--- config.mk ---
export PLATFORM = sky130hd
export DESIGN_NAME = mmio_data_router
export DESIGN_NICKNAME = d
export VERILOG_FILES = /design/src/rtl/mmio_pkg.sv /design/src/rtl/switch_debouncer.sv /design/src/rtl/mmio_data_router.sv
export SDC_FILE = /design/constraint.sdc
export NUM_CORES = 1
export LEC_CHECK = 0
export BUFFER_PORTS_ARGS = -buffer_cell sky130_fd_sc_hd__buf_2
export CORE_MARGIN = 5
export CORE_UTILIZATION = 48
export DETAILED_ROUTE_END_ITERATION = 8
export MAX_ROUTING_LAYER = met4
export PLACE_DENSITY = 0.92
export SLEW_MARGIN = 40
export SYNTH_ARGS = -nofsm -noshare
export SYNTH_HDL_FRONTEND = slang
export SYNTH_SLANG_ARGS = --single-unit
--- constraint.sdc ---
create_clock -name iClock -period 2.5 [get_ports iClock]
set_input_delay 0.125 -clock iClock [delete_from_list [all_inputs] [get_ports iClock]]
set_output_delay 0.125 -clock iClock [all_outputs]
set_load 0.02 [all_outputs]
--- src/rtl/mmio_pkg.sv ---
// Shared definitions for the MIPS memory/IO data path: access sizes, IO map and load lane steering.
package mmio_pkg;

  typedef enum logic [1:0] {
    SIZE_BYTE = 2'b00,
    SIZE_HALF = 2'b01,
    SIZE_WORD = 2'b10,
    SIZE_RSVD = 2'b11
  } access_size_e;

  localparam logic [31:0] IO_BASE_DEF   = 32'hFFFF_FC00;
  localparam logic [9:0]  SW_OFFSET_DEF = 10'h070;

  // Output channel k lives at IO_BASE + 4k.
  function automatic logic [9:0] ch_offset(input int k);
    return 10'(4 * k);
  endfunction

  // Picks the addressed byte/half lane out of a memory word and extends it to 32 bits.
  function automatic logic [31:0] lane_select(input logic [31:0] word,
                                              input logic [1:0]  addr,
                                              input access_size_e size,
                                              input logic        zero_ext);
    logic [7:0]  b;
    logic [15:0] h;
    b = word[{addr, 3'b000} +: 8];
    h = addr[1] ? word[31:16] : word[15:0];
    case (size)
      SIZE_BYTE: return zero_ext ? {24'b0, b} : {{24{b[7]}}, b};
      SIZE_HALF: return zero_ext ? {16'b0, h} : {{16{h[15]}}, h};
      default:   return word;
    endcase
  endfunction

endpackage

--- src/rtl/switch_debouncer.sv ---
// Synchronises raw switch pins and only accepts a new value after it has been steady long enough.
module switch_debouncer #(
  parameter int unsigned IN_W            = 16,
  parameter int unsigned SYNC_STAGES     = 2,
  parameter int unsigned DEBOUNCE_CYCLES = 1000000
) (
  input  logic            clk,
  input  logic            reset,
  input  logic [IN_W-1:0] raw,
  output logic [IN_W-1:0] stable
);

  localparam int unsigned      CNT_W    = $clog2(DEBOUNCE_CYCLES) + 1;
  localparam logic [CNT_W-1:0] CNT_LAST = CNT_W'(DEBOUNCE_CYCLES - 1);

  logic [IN_W-1:0]  sync_q [SYNC_STAGES];
  logic [CNT_W-1:0] cnt_q;
  logic [IN_W-1:0]  synced;
  logic [IN_W-1:0]  upcoming;

  assign synced   = sync_q[SYNC_STAGES-1];
  // The stage just behind the output tells us whether the synced value moves on this edge.
  assign upcoming = sync_q[SYNC_STAGES-2];

  always_ff @(posedge clk) begin
    if (reset) begin
      for (int i = 0; i < SYNC_STAGES; i++) sync_q[i] <= '0;
      cnt_q  <= '0;
      stable <= '0;
    end else begin
      sync_q[0] <= raw;
      for (int i = 1; i < SYNC_STAGES; i++) sync_q[i] <= sync_q[i-1];
      if (synced == stable || synced != upcoming) begin
        cnt_q <= '0;
      end else if (cnt_q >= CNT_LAST) begin
        stable <= synced;
        cnt_q  <= '0;
      end else begin
        cnt_q <= cnt_q + 1'b1;
      end
    end
  end

endmodule

--- src/rtl/mmio_data_router.sv ---
// Load/store steering between the core, data memory and memory-mapped LED/tube/switch registers.
module mmio_data_router
  import mmio_pkg::*;
#(
  parameter int unsigned       DATA_W          = 32,
  parameter int unsigned       NUM_OUT_CH      = 2,
  parameter int unsigned       OUT_W           = 16,
  parameter int unsigned       IN_W            = 16,
  parameter logic [DATA_W-1:0] IO_BASE         = IO_BASE_DEF,
  parameter logic [9:0]        SW_OFFSET       = SW_OFFSET_DEF,
  parameter int unsigned       SYNC_STAGES     = 2,
  parameter int unsigned       DEBOUNCE_CYCLES = 1000000
) (
  input  logic                        iClock,
  input  logic                        iReset,
  input  logic                        iDoLoad,
  input  logic                        iDoStore,
  input  logic [1:0]                  iAccessSize,
  input  logic                        iLoadUnsigned,
  input  logic [DATA_W-1:0]           iAddress,
  input  logic [DATA_W-1:0]           iStoreData,
  input  logic [DATA_W-1:0]           iMemReadData,
  input  logic [IN_W-1:0]             iSwitch,
  output logic [DATA_W-1:0]           oMemAddress,
  output logic [DATA_W-1:0]           oMemWriteData,
  output logic [3:0]                  oMemByteEnable,
  output logic [DATA_W-1:0]           oLoadData,
  output logic [NUM_OUT_CH*OUT_W-1:0] oOutChannels,
  output logic [IN_W-1:0]             oSwitchStable,
  output logic                        oFault
);

  access_size_e          size;
  logic                  is_io, misaligned, hit_sw, io_bad, bad, active;
  logic [NUM_OUT_CH-1:0] hit_ch;
  logic [3:0]            be_raw;
  logic [DATA_W-1:0]     io_rdata;
  logic [OUT_W-1:0]      ch_q [NUM_OUT_CH];

  assign size        = access_size_e'(iAccessSize);
  assign is_io       = (iAddress[DATA_W-1:10] == IO_BASE[DATA_W-1:10]);
  assign hit_sw      = (iAddress[9:0] == SW_OFFSET);
  assign active      = iDoLoad | iDoStore;
  assign oMemAddress = {iAddress[DATA_W-1:2], 2'b00};

  always_comb begin
    misaligned = 1'b0;
    case (size)
      SIZE_HALF: misaligned = iAddress[0];
      SIZE_WORD: misaligned = |iAddress[1:0];
      SIZE_RSVD: misaligned = 1'b1;
      default:   misaligned = 1'b0;
    endcase
  end

  always_comb begin
    hit_ch   = '0;
    io_rdata = '0;
    for (int k = 0; k < NUM_OUT_CH; k++) begin
      hit_ch[k] = (iAddress[9:0] == ch_offset(k));
      if (hit_ch[k]) io_rdata = DATA_W'(ch_q[k]);
    end
    if (hit_sw) io_rdata = DATA_W'(oSwitchStable);
  end

  // Bad accesses (including simultaneous load+store) must leave memory and channels untouched.
  assign io_bad = is_io & ((size != SIZE_WORD) | ~((|hit_ch) | hit_sw));
  assign bad    = misaligned | io_bad | (iDoLoad & iDoStore);

  always_comb begin
    oMemWriteData = iStoreData;
    be_raw        = 4'b0000;
    case (size)
      SIZE_BYTE: begin
        oMemWriteData = {4{iStoreData[7:0]}};
        be_raw        = 4'b0001 << iAddress[1:0];
      end
      SIZE_HALF: begin
        oMemWriteData = {2{iStoreData[15:0]}};
        be_raw        = iAddress[1] ? 4'b1100 : 4'b0011;
      end
      SIZE_WORD: be_raw = 4'b1111;
      default:   be_raw = 4'b0000;
    endcase
    oMemByteEnable = (iDoStore & ~bad & ~is_io) ? be_raw : 4'b0000;
  end

  always_comb begin
    oLoadData = '0;
    if (iDoLoad & ~bad)
      oLoadData = is_io ? io_rdata : lane_select(iMemReadData, iAddress[1:0], size, iLoadUnsigned);
  end

  always_ff @(posedge iClock) begin
    if (iReset) begin
      for (int k = 0; k < NUM_OUT_CH; k++) ch_q[k] <= '0;
      oFault <= 1'b0;
    end else begin
      if (iDoStore & ~bad & is_io) begin
        for (int k = 0; k < NUM_OUT_CH; k++)
          if (hit_ch[k]) ch_q[k] <= iStoreData[OUT_W-1:0];
      end
      if (active & bad) oFault <= 1'b1;
    end
  end

  for (genvar k = 0; k < NUM_OUT_CH; k++) begin : g_out
    assign oOutChannels[k*OUT_W +: OUT_W] = ch_q[k];
  end

  switch_debouncer #(
    .IN_W           (IN_W),
    .SYNC_STAGES    (SYNC_STAGES),
    .DEBOUNCE_CYCLES(DEBOUNCE_CYCLES)
  ) u_switch_debouncer (
    .clk   (iClock),
    .reset (iReset),
    .raw   (iSwitch),
    .stable(oSwitchStable)
  );

endmodule

# After elaboration in Yosys (flattened, before gate mapping)
# Memory sizes are Yosys's and may differ from the RTL's.
# Cells that the tools add are included.
# W data, S select, Z words.
# totals
mem_bits_rw	64
out_inout_bits	149
memories	2
latch_bits	0
mem_bits_ro	0
ff_bits	38
elab_cells	74
# mem_list
name	words	word_bits	read_ports	rd_ports_with_merged_regs	wr	line_no	text
ch_q	2	16	2	0	2	mmio_data_router.sv:38	logic [OUT_W-1:0] ch_q [NUM_OUT_CH];
u_switch_debouncer.sync_q	2	16	2	0	2	switch_debouncer.sv:16	logic [IN_W-1:0] sync_q [SYNC_STAGES];
# classes
div_mod_pow	0
add_sub_neg	1
reduce_logical	7
bitwise	20
n_mul	0
n_mux	29
magnitude_cmp	1
n_eq_ne	9
n_shift	2
# op_table
op	count
$mux W32	6
$pmux W32 S2	2
$mux W16	6
$shiftx A32 B6 Y8	1
$eq A22 B22 Y1 const B	1
$add A21 B1 Y21 const B	1
$ge A21 B20 Y1 const B	1
$eq A16 B16 Y1	1
$ne A16 B16 Y1	1
$pmux W4 S3	1
$mux W1	11
$eq A10 B3 Y1 const B	1
$eq A10 B7 Y1 const B	1
$logic_not A10 Y1	1
$or A1 B1 Y1	9
$mux W4	2
$and A1 B1 Y1	7
$eq A2 B2 Y1 const B	2
$not A1 Y1	4
$reduce_or A2 Y1	2
$shl A1 B2 Y4 const A	1
$pmux W1 S3	1
$reduce_or A3 Y1	1
$eq A2 B1 Y1 const B	1
other kinds (4)	4

# Logic depth before layout (Yosys ltp)
# Gate-level depths: netlist (run 1).
# depth
word_depth	15
mapped_depth	8

# Modules after synthesis
# Synthesis (run 1) repeated with hierarchy kept, for this count alone.
# hier_totals
hier_cells	682
hier_area_um2	6333.6
# by_module_without_submodules
mod	instances	cells_per_inst	seq_area_each_um2	area_per_inst_um2
mmio_data_router	1	398	980.9	3537.1
switch_debouncer	1	284	1381.3	2796.4

# Worst setup path after synthesis (run 1)
# OpenSTA, ideal clock, no wires.
# synth_path
path_kind	input to register
from	input iAddress[3]
to	memory ch_q[0][0] (enable)
slack_ns	0.491
path_stages	4
arrival_ns	1.642
path_buffers	1
t_required_ns	2.133
path_cell_list	or4_4 > nor4_4 > buf_6 > a21o_1
# synth_rtl
item	line_no	text
start: declaration	mmio_data_router.sv:20	input logic [DATA_W-1:0] iAddress,
end: declaration	mmio_data_router.sv:38	

==> results of run 1 <==
-- sequential cells by signal, summed over array words and instances (netlist names) --
signal / count
ch_q: 32
u_switch_debouncer.stable: 16
u_switch_debouncer.sync_q: 32
oFault: 1
u_switch_debouncer.cnt_q: 21
-- power breakdown --
part | total, W | internal [W] | switching [W]
Combinational | 0.000789 | 0.000304 | 0.000485
Clock | 0.00154 | 0.000940 | 0.000597
Sequential | 0.00180 | 0.00176 | 0.0000447
Total | 0.00413 | 0.00300 | 0.00113
-- path summary, 6_finish.rpt --
path | start | to | cells after the start
worst min-delay path | iSwitch[6] | u_switch_debouncer.sync_q[0][6]$_SDFF_PP0_ | 2
worst max register to register | u_switch_debouncer.sync_q[0][26]$_SDFF_PP0_ | u_switch_debouncer.stable[0]$_SDFFE_PP0P_ | 6
worst max-delay path | u_switch_debouncer.sync_q[0][26]$_SDFF_PP0_ | u_switch_debouncer.stable[0]$_SDFFE_PP0P_ | 6
worst min register to register | oFault$_SDFFE_PP0P_ | oFault$_SDFFE_PP0P_ | 2
-- synthesized netlist by cell type (7+ instances only) --
cell type / count
a21oi_1: 24
a211oi_1: 8
o21ai_0: 10
nor2b_1: 33
nor3_1: 28
dfxtp_1: 70
nand3_1: 11
nor2_1: 8
a221oi_1: 21
o22ai_1: 9
a211oi_2: 9
nor4_1: 7
edfxtp_1: 32
xor2_1: 25
buf_4: 44
inv_1: 23
nand4_1: 17
and2_1: 17
mux2i_1: 31
mux2_2: 18
o31ai_1: 7
and3_1: 13
clkbuf_1: 19
xnor2_1: 24
nand2b_1: 42
nand2_1: 51
buf_2: 7
-- worst max-delay path: stages, from the launching register on --
cell and delay (ns):
dfxtp_1 0.35, xnor2_1 0.27, nand4_1 0.19, nor4_1 0.54, o311a_1 0.25, buf_4 0.30, mux2i_1 0.25
-- logic make-up (layout without fill, tap and decap cells) --
kind of cell             count (synthesis)  in the layout  share of synthesized area [%]
AO/OA/AOI/OAI                          101            101                           12.5
adder cells (fa/ha/maj)                  1              1                          0.204
multiplexers                            50             50                           8.74
AND/OR/NAND/NOR                        243            243                           23.0
buffers and inverters                  104            335                           9.95
XOR/XNOR                                49             49                           7.01
flip-flops                             102            102                           38.6
other                                    1              3                         0.0612
-- routing by layer --
| metal | routed length [µm] | GRT usage, % | up-vias |
|---|---|---|---|
| met3 | 1660 | 4.25 | 87 |
| met5 | 0 | - | - |
| met4 | 1270 | 17.2 | 0 |
| met2 | 11400 | 48.9 | 374 |
| met1 | 7650 | 32.4 | 2835 |
| li1 | - | - | 2731 |
-- layout by cell type, fill, tap and decap left out, drive strengths merged, types with 2 or more instances in the layout --
| cell type | count |
|---|---|
| a21o | 3 |
| a221oi | 22 |
| nor3 | 30 |
| o22ai | 9 |
| a211oi | 17 |
| bufinv | 2 |
| nor2 | 8 |
| nand3b | 2 |
| edfxtp | 32 |
| nand3 | 11 |
| nor2b | 33 |
| and2 | 17 |
| a21oi | 24 |
| clkbuf | 12 |
| mux2i | 31 |
| o31ai | 7 |
| dfxtp | 70 |
| buf | 287 |
| nand4 | 17 |
| xor2 | 25 |
| o21ai | 10 |
| or3 | 2 |
| dlygate4sd3 | 9 |
| inv | 25 |
| o211ai | 3 |
| mux2 | 18 |
| nand2b | 43 |
| xnor2 | 24 |
| conb | 3 |
| and3 | 13 |
| nor4 | 10 |
| nand2 | 51 |
-- cell type report --
type | count | area share [%]
clock inverters | 4 | 0.970
multi-input cells | 447 | 40.8
flip-flops and latches | 102 | 30.5
inverters | 23 | 1.12
clock buffers | 12 | 3.33
repair buffers | 296 | 20.4
well taps | 172 | 2.78
-- per-stage QoR --
step           util, %  hold WS (ns)  instances  area, µm²  power (W)
3_5_place_dp      58.2         0.341       1031       7320    0.00260
5_1_grt           61.6        0.0104       1056       7740    0.00426
4_1_cts           61.6      0.000184       1056       7740    0.00413
3_3_place_gp      58.2         0.337       1031       7320    0.00259
6_report          61.6       0.00329       1056       7740    0.00413
2_1_floorplan        -         0.253        653       6130    0.00231
-- what timing repair did --
action                     4_1_cts  5_1_grt
hold buffers                     9        0
setup endpoints to repair        0        0
hold endpoints to repair         9        0
==> qor.csv, run 1 <==
metric,value,unit
status,completed,
"Reg clk slew, reported paths",0.07,ns
synthesized flop and latch total,102,
Startpoint Class,register,
DRC marker count from the first detailed-route iteration,575,
TritonRoute pass-1 iters,8,
FF+latch area,2360,µm²
worst path required time,2.76,ns
antenna violations before repair,0,
yosys warns,0,
die height,123,µm
Row Count,41,
multi-input logic area,3160,µm²
n_diodes,0,
post-detail-place hpwl,16.8,mm
Worst Skew,0.0110,ns
fin crit period,2.24,ns
vias in the first global route,5889,
worst-skew pair later-pin latency,0.34,ns
r2r setup slk,0.26,ns
ANT nets after route,0,
PwrDens,533,nW/µm²
# clock sinks,102,
post-CTS setup buffer count,0,
Critical Path AT,2.50,ns
fill count,1037,
max_slew headroom,63.4,%
Via Count,6027,
max capacitance violation total,0,
All-Layer GR Usage,28.9,%
post-synth cell types,54,
Worst Tran Pin Value,0.543,ns
setup_tns,0,ns
first-pass GRT wire length,32.2,mm
clock root cell,clkbuf_16,
P_leak,3.45,nW
per-cell routed wire length,20.8,µm
Crit. End Element,register,
die area,15100,µm²
share of cells above drive strength 1,38.8,%
Avg Inst Size Synth,9.41,µm²
cell area after synthesis,6120,µm²
number of synthesized flops with an enable pin,32,
GRT Residual Overflow,0,
CTS tree,done,
Hold Crit Class,input pin to register,
final net count,999,
async set-reset flop share out of synthesis,0,%
dominant cell type by area after synthesis,dfxtp_1,
RSZ-0062 raised after global routing,false,
CP Class,register to register,
global placement routability congestion,1.05,
Routed Wire Length,22.0,mm
# port buffers,265,
PostCTS Resize Cnt,0,
largest net degree at the start of global routing,68,
"Seq/Total Area, Yosys",38.6,%
Final setup viols,0,
VDD IR max,442,µV
CP max FO,16,
final worst slack,0.260,ns
most common flop cell mapped by yosys,dfxtp_1,
drt drc,0,
Die X,123,µm
ranking of synthesized cells by area,"dfxtp_1 23%, edfxtp_1 16%, buf_4 5.4%",
H-tree Lvls,3,
CTS Buf Count,9,
Synth top area share,22.9,%
pre-CTS setup slack,0.294,ns
Post-Synthesis Cells,651,
Initial Utilization,48.7,%
Clock Path Buffers,2,
post-route clock period utilization,89.6,%
Top Ports,268,
Slew Limit Fails,0,
Core Footprint,12600,µm²
vias per inst,5.71,
maximum clock frequency,446,MHz
area delta synth->final,26.4,%
hold violation count in the final report,0,
No activity file was read; power rests on OpenSTA's default activity.
==> run 2, diff against run 1 <==
--- a/config.mk
+++ b/config.mk
@@ -6,12 +6,15 @@
 export NUM_CORES = 1
 export LEC_CHECK = 0
 export BUFFER_PORTS_ARGS = -buffer_cell sky130_fd_sc_hd__buf_2
+export CAP_MARGIN = 40
 export CORE_MARGIN = 5
-export CORE_UTILIZATION = 48
+export CORE_UTILIZATION = 49
 export DETAILED_ROUTE_END_ITERATION = 8
 export MAX_ROUTING_LAYER = met4
-export PLACE_DENSITY = 0.92
+export PLACE_DENSITY = 0.93
+export SKIP_LAST_GASP = 1
 export SLEW_MARGIN = 40
 export SYNTH_ARGS = -nofsm -noshare
 export SYNTH_HDL_FRONTEND = slang
+export SYNTH_HIERARCHICAL = 1
 export SYNTH_SLANG_ARGS = --single-unit
==> qor.csv, run 2 <==
metric,value,unit,change
Core Footprint,12700,µm²,+0.82%
VDD IR max,302,µV,-32%
"commonest non-fill, non-tap cell in the layout",buf_2,,
die area,15300,µm²,+1.2%
"Seq/Total Area, Yosys",37.3,%,-1.3 points
die height,124,µm,+0.59%
dominant cell type by area after synthesis,dfxtp_1,,
Crit path largest cell delay,0.63,ns,+0.09 ns
per-cell routed wire length,20.0,µm,-4.0%
Avg Inst Size Synth,9.29,µm²,-1.3%
Final setup viols,0,,unchanged
CTS Buf Count,9,,unchanged
CP Class,register to register,,
max capacitance violation total,0,,unchanged
Initial Utilization,50.0,%,+1.3 points
Worst Skew,0.0168,ns,+0.00585 ns
Top Ports,268,,unchanged
yosys warns,6,,+6
number of synthesized flops with an enable pin,32,,unchanged
clock root cell,clkbuf_16,,
DRC marker count from the first detailed-route iteration,677,,+18%
area delta synth->final,25.4,%,
list of most frequent post-synthesis cells,"70 x dfxtp_1, 70 x nand2_1, 50 x mux2i_1",,
Via Count,6124,,+1.6%
final net count,1022,,+2.3%
post-detail-place hpwl,16.4,mm,-2.3%
Startpoint Class,register,,
"Cell Count, Final, Fillers Out",1080,,+2.3%
hold violation count in the final report,0,,unchanged
FF+latch area,2360,µm²,unchanged
H-tree Lvls,3,,unchanged
# port buffers,265,,unchanged
TritonRoute pass-1 iters,8,,unchanged
worst path required time,2.76,ns,about the same
synthesized flop and latch total,102,,unchanged
Sw Share,30.1,%,+2.8 points
multi-input logic area,3380,µm²,+7.1%
max_slew headroom,45.5,%,-18 points
"Buf+Inv Stages, Crit Path",0,,-1
setup_tns,0,ns,unchanged
combinational share of power,19.6,%,+0.5 points
worst-skew pair later-pin latency,0.35,ns,about the same
Crit. End Element,register,,
post-route clock period utilization,88.2,%,-1.4 points
simple-gate portion of the synthesized area,21.1,%,-1.9 points
worst path cell trace,"ha_1, a21o_1, a211oi_2, o21a_2, or4b_4, nor2_1",,
most frequent cells in the layout,"265 x buf_2, 70 x nand2_1, 70 x dfxtp_1",,
Slew Limit Fails,0,,unchanged
complex-gate fraction of the synthesized area,13.7,%,+1.3 points
maximum clock frequency,454,MHz,+1.6%
first-pass GRT wire length,31.9,mm,-0.79%
ranking of synthesized cells by area,"dfxtp_1 22%, edfxtp_1 15%, mux2i_1 7.9%",,
Synth top area share,22.1,%,-0.75 points
post-synth cell types,62,,+15%
PwrDens,501,nW/µm²,-6.1%
most common flop cell mapped by yosys,dfxtp_1,,
# clock sinks,102,,unchanged
Clock power frac,35.0,%,-2.2 points
worst-path cell with the longest stage delay,or4b_4,,
cell area after synthesis,6330,µm²,+3.4%
fin crit period,2.20,ns,-0.0354 ns
Row Count,41,,unchanged
Hold Crit Class,input pin to register,,
XOR/XNOR share of the synthesized area,6.78,%,-0.23 points
share of cells above drive strength 1,39.1,%,+0.34 points
vias in the first global route,5901,,+0.20%
largest net degree at the start of global routing,59,,-13%
async set-reset flop share out of synthesis,0,%,unchanged
Die X,124,µm,+0.59%
fill count,1020,,-1.6%
Inst Count DP,1053,,+2.1%
Seq pwr share,45.3,%,+1.6 points
hold slack,0.0264,ns,+0.0231 ns
Synth Area in Adders,0.198,%,-0.0067 points
GRT Residual Overflow,0,,unchanged
Critical Path AT,2.46,ns,-0.04 ns
CP max FO,20,,+4
crit-path leading delay family,simple AND/OR/NAND/NOR gates,,
Routed Wire Length,21.6,mm,-1.8%
"Reg clk slew, reported paths",0.07,ns,about the same
Worst Tran Pin Value,0.812,ns,+0.269 ns
RSZ-0062 raised after global routing,false,,
largest registers,"ch_q x32, u_switch_debouncer/sync_q x32, u_switch_debouncer/cnt_q x21",,
post-CTS setup buffer count,0,,unchanged
CTS tree,done,,
Post-Synthesis Cells,682,,+4.8%
mux cell area share after synthesis,11.3,%,+2.5 points
drt drc,0,,unchanged
P_leak,3.40,nW,-1.4%
r2r setup slk,0.30,ns,+0.04 ns
vias per inst,5.67,,-0.65%
ANT nets after route,0,,unchanged
largest family of logic cells by synthesized area,simple AND/OR/NAND/NOR gates,,
All-Layer GR Usage,27.9,%,-1.0 points
sw power,0.00120,W,+6.2%
global placement routability congestion,0.931,,-11%
Clock Path Buffers,2,,unchanged
internal power,0.00278,W,-7.3%
antenna violations before repair,1,,+1
status,completed,,
run 2: final cells by class:
type / count / area share, %
Multi-Input combinational cell: 472 / 42.6
Sequential cell: 102 / 29.7
Timing Repair Buffer: 295 / 20.0
Clock buffer: 9 / 2.84
Tap cell: 172 / 2.71
Inverter: 22 / 1.04
Clock inverter: 7 / 1.02
Antenna cell: 1 / 0.0315
run 2: per-stage QoR:
| step | total power (W) | setup WS, ns | area (µm²) | utilization [%] |
|---|---|---|---|---|
| after floorplan | 0.00232 | 0.174 | 6340 | - |
| after global placement | 0.00257 | 0.416 | 7530 | 59.4 |
| after detailed placement | 0.00259 | 0.369 | 7530 | 59.5 |
| after CTS | 0.00398 | 0.329 | 7940 | 62.7 |
| after global routing | 0.00411 | 0.174 | 7940 | 62.7 |
| final | 0.00398 | 0.295 | 7940 | 62.7 |
run 2: path summary, 6_finish.rpt:
path | startpoint | to | depth (start not counted)
worst max-delay path | u_switch_debouncer/cnt_q[0]$_SDFF_PP0_ | u_switch_debouncer/cnt_q[3]$_SDFF_PP0_ | 6
worst min-delay path | iSwitch[13] | u_switch_debouncer/sync_q[0][13]$_SDFF_PP0_ | 2
worst max register to register | u_switch_debouncer/cnt_q[0]$_SDFF_PP0_ | u_switch_debouncer/cnt_q[3]$_SDFF_PP0_ | 6
worst min register to register | u_switch_debouncer/sync_q[0][9]$_SDFF_PP0_ | u_switch_debouncer/sync_q[0][25]$_SDFF_PP0_ | 1
run 2: layer usage:
| layer | up-vias | global-route usage (%) | wire length [µm] |
|---|---|---|---|
| met2 | 342 | 45.8 | 10500 |
| met5 | - | - | 0 |
| met4 | 0 | 10.7 | 671 |
| met3 | 50 | 6.09 | 2150 |
| li1 | 2851 | - | - |
| met1 | 2881 | 33.6 | 8270 |
run 2: logic make-up (layout without fill, tap and decap cells):
kind of cell    Yosys count  in the layout
fa+ha+maj                 1              1
compound gates          121            121
other cells               2              4
flops                   102            102
xor+xnor                 49             49
buf+inv                 109            333
mux                      68             68
simple gates            230            230
run 2: repair_timing:
item	in CTS	in global routing
endpoints found under the hold margin	10	0
gates resized for setup	0	0
hold buffers	10	0
run 2: power by group through the flow:
stage	clock, W	combinational, W	sequential [W]
after global placement	0	0.000737	0.00184
after CTS	0.00141	0.000769	0.00180
after global routing	0.00147	0.000832	0.00181
final	0.00139	0.000781	0.00180
after floorplan	0	0.000455	0.00186
after detailed placement	0	0.000750	0.00184
==> run 3, diff against run 2 <==
--- a/config.mk
+++ b/config.mk
@@ -8,13 +8,13 @@
 export BUFFER_PORTS_ARGS = -buffer_cell sky130_fd_sc_hd__buf_2
 export CAP_MARGIN = 40
 export CORE_MARGIN = 5
-export CORE_UTILIZATION = 49
+export CORE_UTILIZATION = 48
 export DETAILED_ROUTE_END_ITERATION = 8
 export MAX_ROUTING_LAYER = met4
-export PLACE_DENSITY = 0.93
+export PLACE_DENSITY = 0.92
+export SETUP_SLACK_MARGIN = 0.2
 export SKIP_LAST_GASP = 1
 export SLEW_MARGIN = 40
 export SYNTH_ARGS = -nofsm -noshare
 export SYNTH_HDL_FRONTEND = slang
-export SYNTH_HIERARCHICAL = 1
 export SYNTH_SLANG_ARGS = --single-unit
==> qor.csv, run 3 (synthesized netlist as in run 1, its figures left out) <==
metric,value,unit,change
combinational share of power,19.1,%,-0.5 points
Initial Utilization,48.7,%,-1.3 points
Crit path largest cell delay,0.47,ns,-0.16 ns
# port buffers,265,,unchanged
most frequent cells in the layout,"265 x buf_2, 70 x dfxtp_1, 51 x nand2_1",,
"Cell Area, Placed",7320,µm²,-2.9%
met1 Resource Use GR,32.4,%,-1.1 points
post-detail-place hpwl,16.8,mm,+2.4%
Row Count,41,,unchanged
clock root cell,clkbuf_16,,
Hold Crit Class,input pin to register,,
Clock Path Buffers,2,,unchanged
status,completed,,
Via Count,6026,,-1.6%
Seq pwr share,43.6,%,-1.7 points
vias in the first global route,5889,,-0.20%
"Cell Count, Final, Fillers Out",1056,,-2.2%
CTS Buf Count,9,,unchanged
fill count,1037,,+1.7%
All-Layer GR Usage,28.9,%,+1.0 points
post-route clock period utilization,85.9,%,-2.3 points
worst-skew pair later-pin latency,0.35,ns,about the same
largest net degree at the start of global routing,68,,+15%
CP Class,input pin to output pin,,
RSZ-0062 raised after global routing,false,,
Top Usage Layer GRT,met2,,
share of cells above drive strength 1,38.9,%,-0.23 points
worst path cell trace,"buf_2, or2_2, nor4_4, buf_4, nand2_1, a211oi_2, buf_2",,
# clock sinks,102,,unchanged
Inst Count DP,1031,,-2.1%
hold violation count in the final report,0,,unchanged
Die X,123,µm,-0.59%
die area,15100,µm²,-1.2%
GRT Residual Overflow,0,,unchanged
GR Layer Usage met2,48.9,%,+3.2 points
DRC marker count from the first detailed-route iteration,565,,-17%
Slew Limit Fails,0,,unchanged
Core Footprint,12600,µm²,-0.81%
die height,123,µm,-0.59%
maximum clock frequency,466,MHz,+2.7%
first-pass GRT wire length,32.2,mm,+0.80%
Crit. End Element,output pin,,
internal power,0.00300,W,+7.9%
post-CTS setup buffer count,0,,unchanged
PwrDens,533,nW/µm²,+6.5%
"commonest non-fill, non-tap cell in the layout",buf_2,,
Critical Path AT,2.02,ns,-0.44 ns
Final setup viols,0,,unchanged
global placement routability congestion,1.05,,+12%
sw power,0.00113,W,-5.6%
Worst Skew,0.00967,ns,-0.00715 ns
setup_tns,0,ns,unchanged
CP max FO,17,,-15%
Top Ports,268,,unchanged
Worst Tran Pin Value,0.529,ns,-0.283 ns
VDD IR max,448,µV,+48%
P_leak,3.45,nW,+1.4%
max_slew headroom,64.4,%,+19 points
TritonRoute pass-1 iters,8,,unchanged
Clock power frac,37.2,%,+2.2 points
"Reg clk slew, reported paths",0.07,ns,about the same
per-cell routed wire length,20.9,µm,+4.6%
fin crit period,2.15,ns,-0.0577 ns
vias per inst,5.71,,+0.64%
area delta synth->final,26.5,%,
largest registers,"ch_q x32, u_switch_debouncer.sync_q x32, u_switch_debouncer.cnt_q x21",,
Finished Cell Area,7740,µm²,-2.5%
final net count,999,,-2.3%
Routed Wire Length,22.1,mm,+2.3%
antenna violations before repair,0,,-1
n_diodes,0,,-1
worst-path cell with the longest stage delay,nor4_4,,
Startpoint Class,input pin,,
Sw Share,27.3,%,-2.7 points
ANT nets after route,0,,unchanged
H-tree Lvls,3,,unchanged
CTS tree,done,,
met3 Resource Use GR,4.25,%,-1.8 points
max capacitance violation total,0,,unchanged
drt drc,0,,unchanged
CP dominant cell by count,buf_2,,
worst path required time,2.38,ns,-0.38 ns
## run 3: layout make-up
type | count | area [µm²] | share of cell area [%]
clock buffers | 12 | 258 | 3.33
clock inverters | 4 | 75.1 | 0.969
inverters | 23 | 86.3 | 1.11
multi-input cells | 447 | 3170 | 40.9
flip-flops and latches | 102 | 2360 | 30.5
well taps | 172 | 215 | 2.78
repair buffers | 296 | 1580 | 20.4
## run 3: path summary, 6_finish.rpt
check	start	to	slack, ns	cells past startpoint
worst min-delay path	iSwitch[6]	u_switch_debouncer.sync_q[0][6]$_SDFF_PP0_	0.002	2
worst min register to register	oFault$_SDFFE_PP0P_	oFault$_SDFFE_PP0P_	0.46	2
worst max register to register	u_switch_debouncer.sync_q[0][17]$_SDFF_PP0_	u_switch_debouncer.stable[0]$_SDFFE_PP0P_	0.36	6
worst max-delay path	iAddress[1]	oLoadData[7]	0.35	7
## run 3: worst max-delay path, delay by kind of cell
family                 cells  cell delay [ns]
and+or+nand+nor            3             0.96
buffers and inverters      3             0.70
AOI/OAI and AO/OA          1             0.22
## run 3: power groups by stage
stage	registers (W)	clock network (W)	logic (W)
6_report	0.00180	0.00154	0.000791
5_1_grt	0.00181	0.00162	0.000833
4_1_cts	0.00180	0.00155	0.000781
3_5_place_dp	0.00184	0	0.000765
3_3_place_gp	0.00184	0	0.000757
2_1_floorplan	0.00186	0	0.000449
## run 3: stage by stage
| stage | power (W) | util (%) | hold WS [ns] | worst slack (ns) |
|---|---|---|---|---|
| 5_1_grt | 0.00426 | 61.6 | 0.0104 | 0.206 |
| 6_report | 0.00413 | 61.6 | 0.00193 | 0.353 |
| 2_1_floorplan | 0.00231 | - | 0.253 | 0.491 |
| 4_1_cts | 0.00413 | 61.6 | 0.000184 | 0.291 |
| 3_3_place_gp | 0.00259 | 58.2 | 0.337 | 0.305 |
| 3_5_place_dp | 0.00260 | 58.2 | 0.341 | 0.294 |
## run 3: layer usage
metal / vias to the layer above / wire length (µm)
met4: 0 / 1230
met1: 2860 / 7820
met3: 80 / 1550
met2: 358 / 11500
li1: 2728 / -
met5: - / 0
## run 3: timing repair
| action | CTS | global route |
|---|---|---|
| endpoints found under the setup margin | 0 | 3 |
| gates resized for setup | 0 | 1 |
| endpoints found under the hold margin | 9 | 0 |
| hold buffers | 9 | 0 |
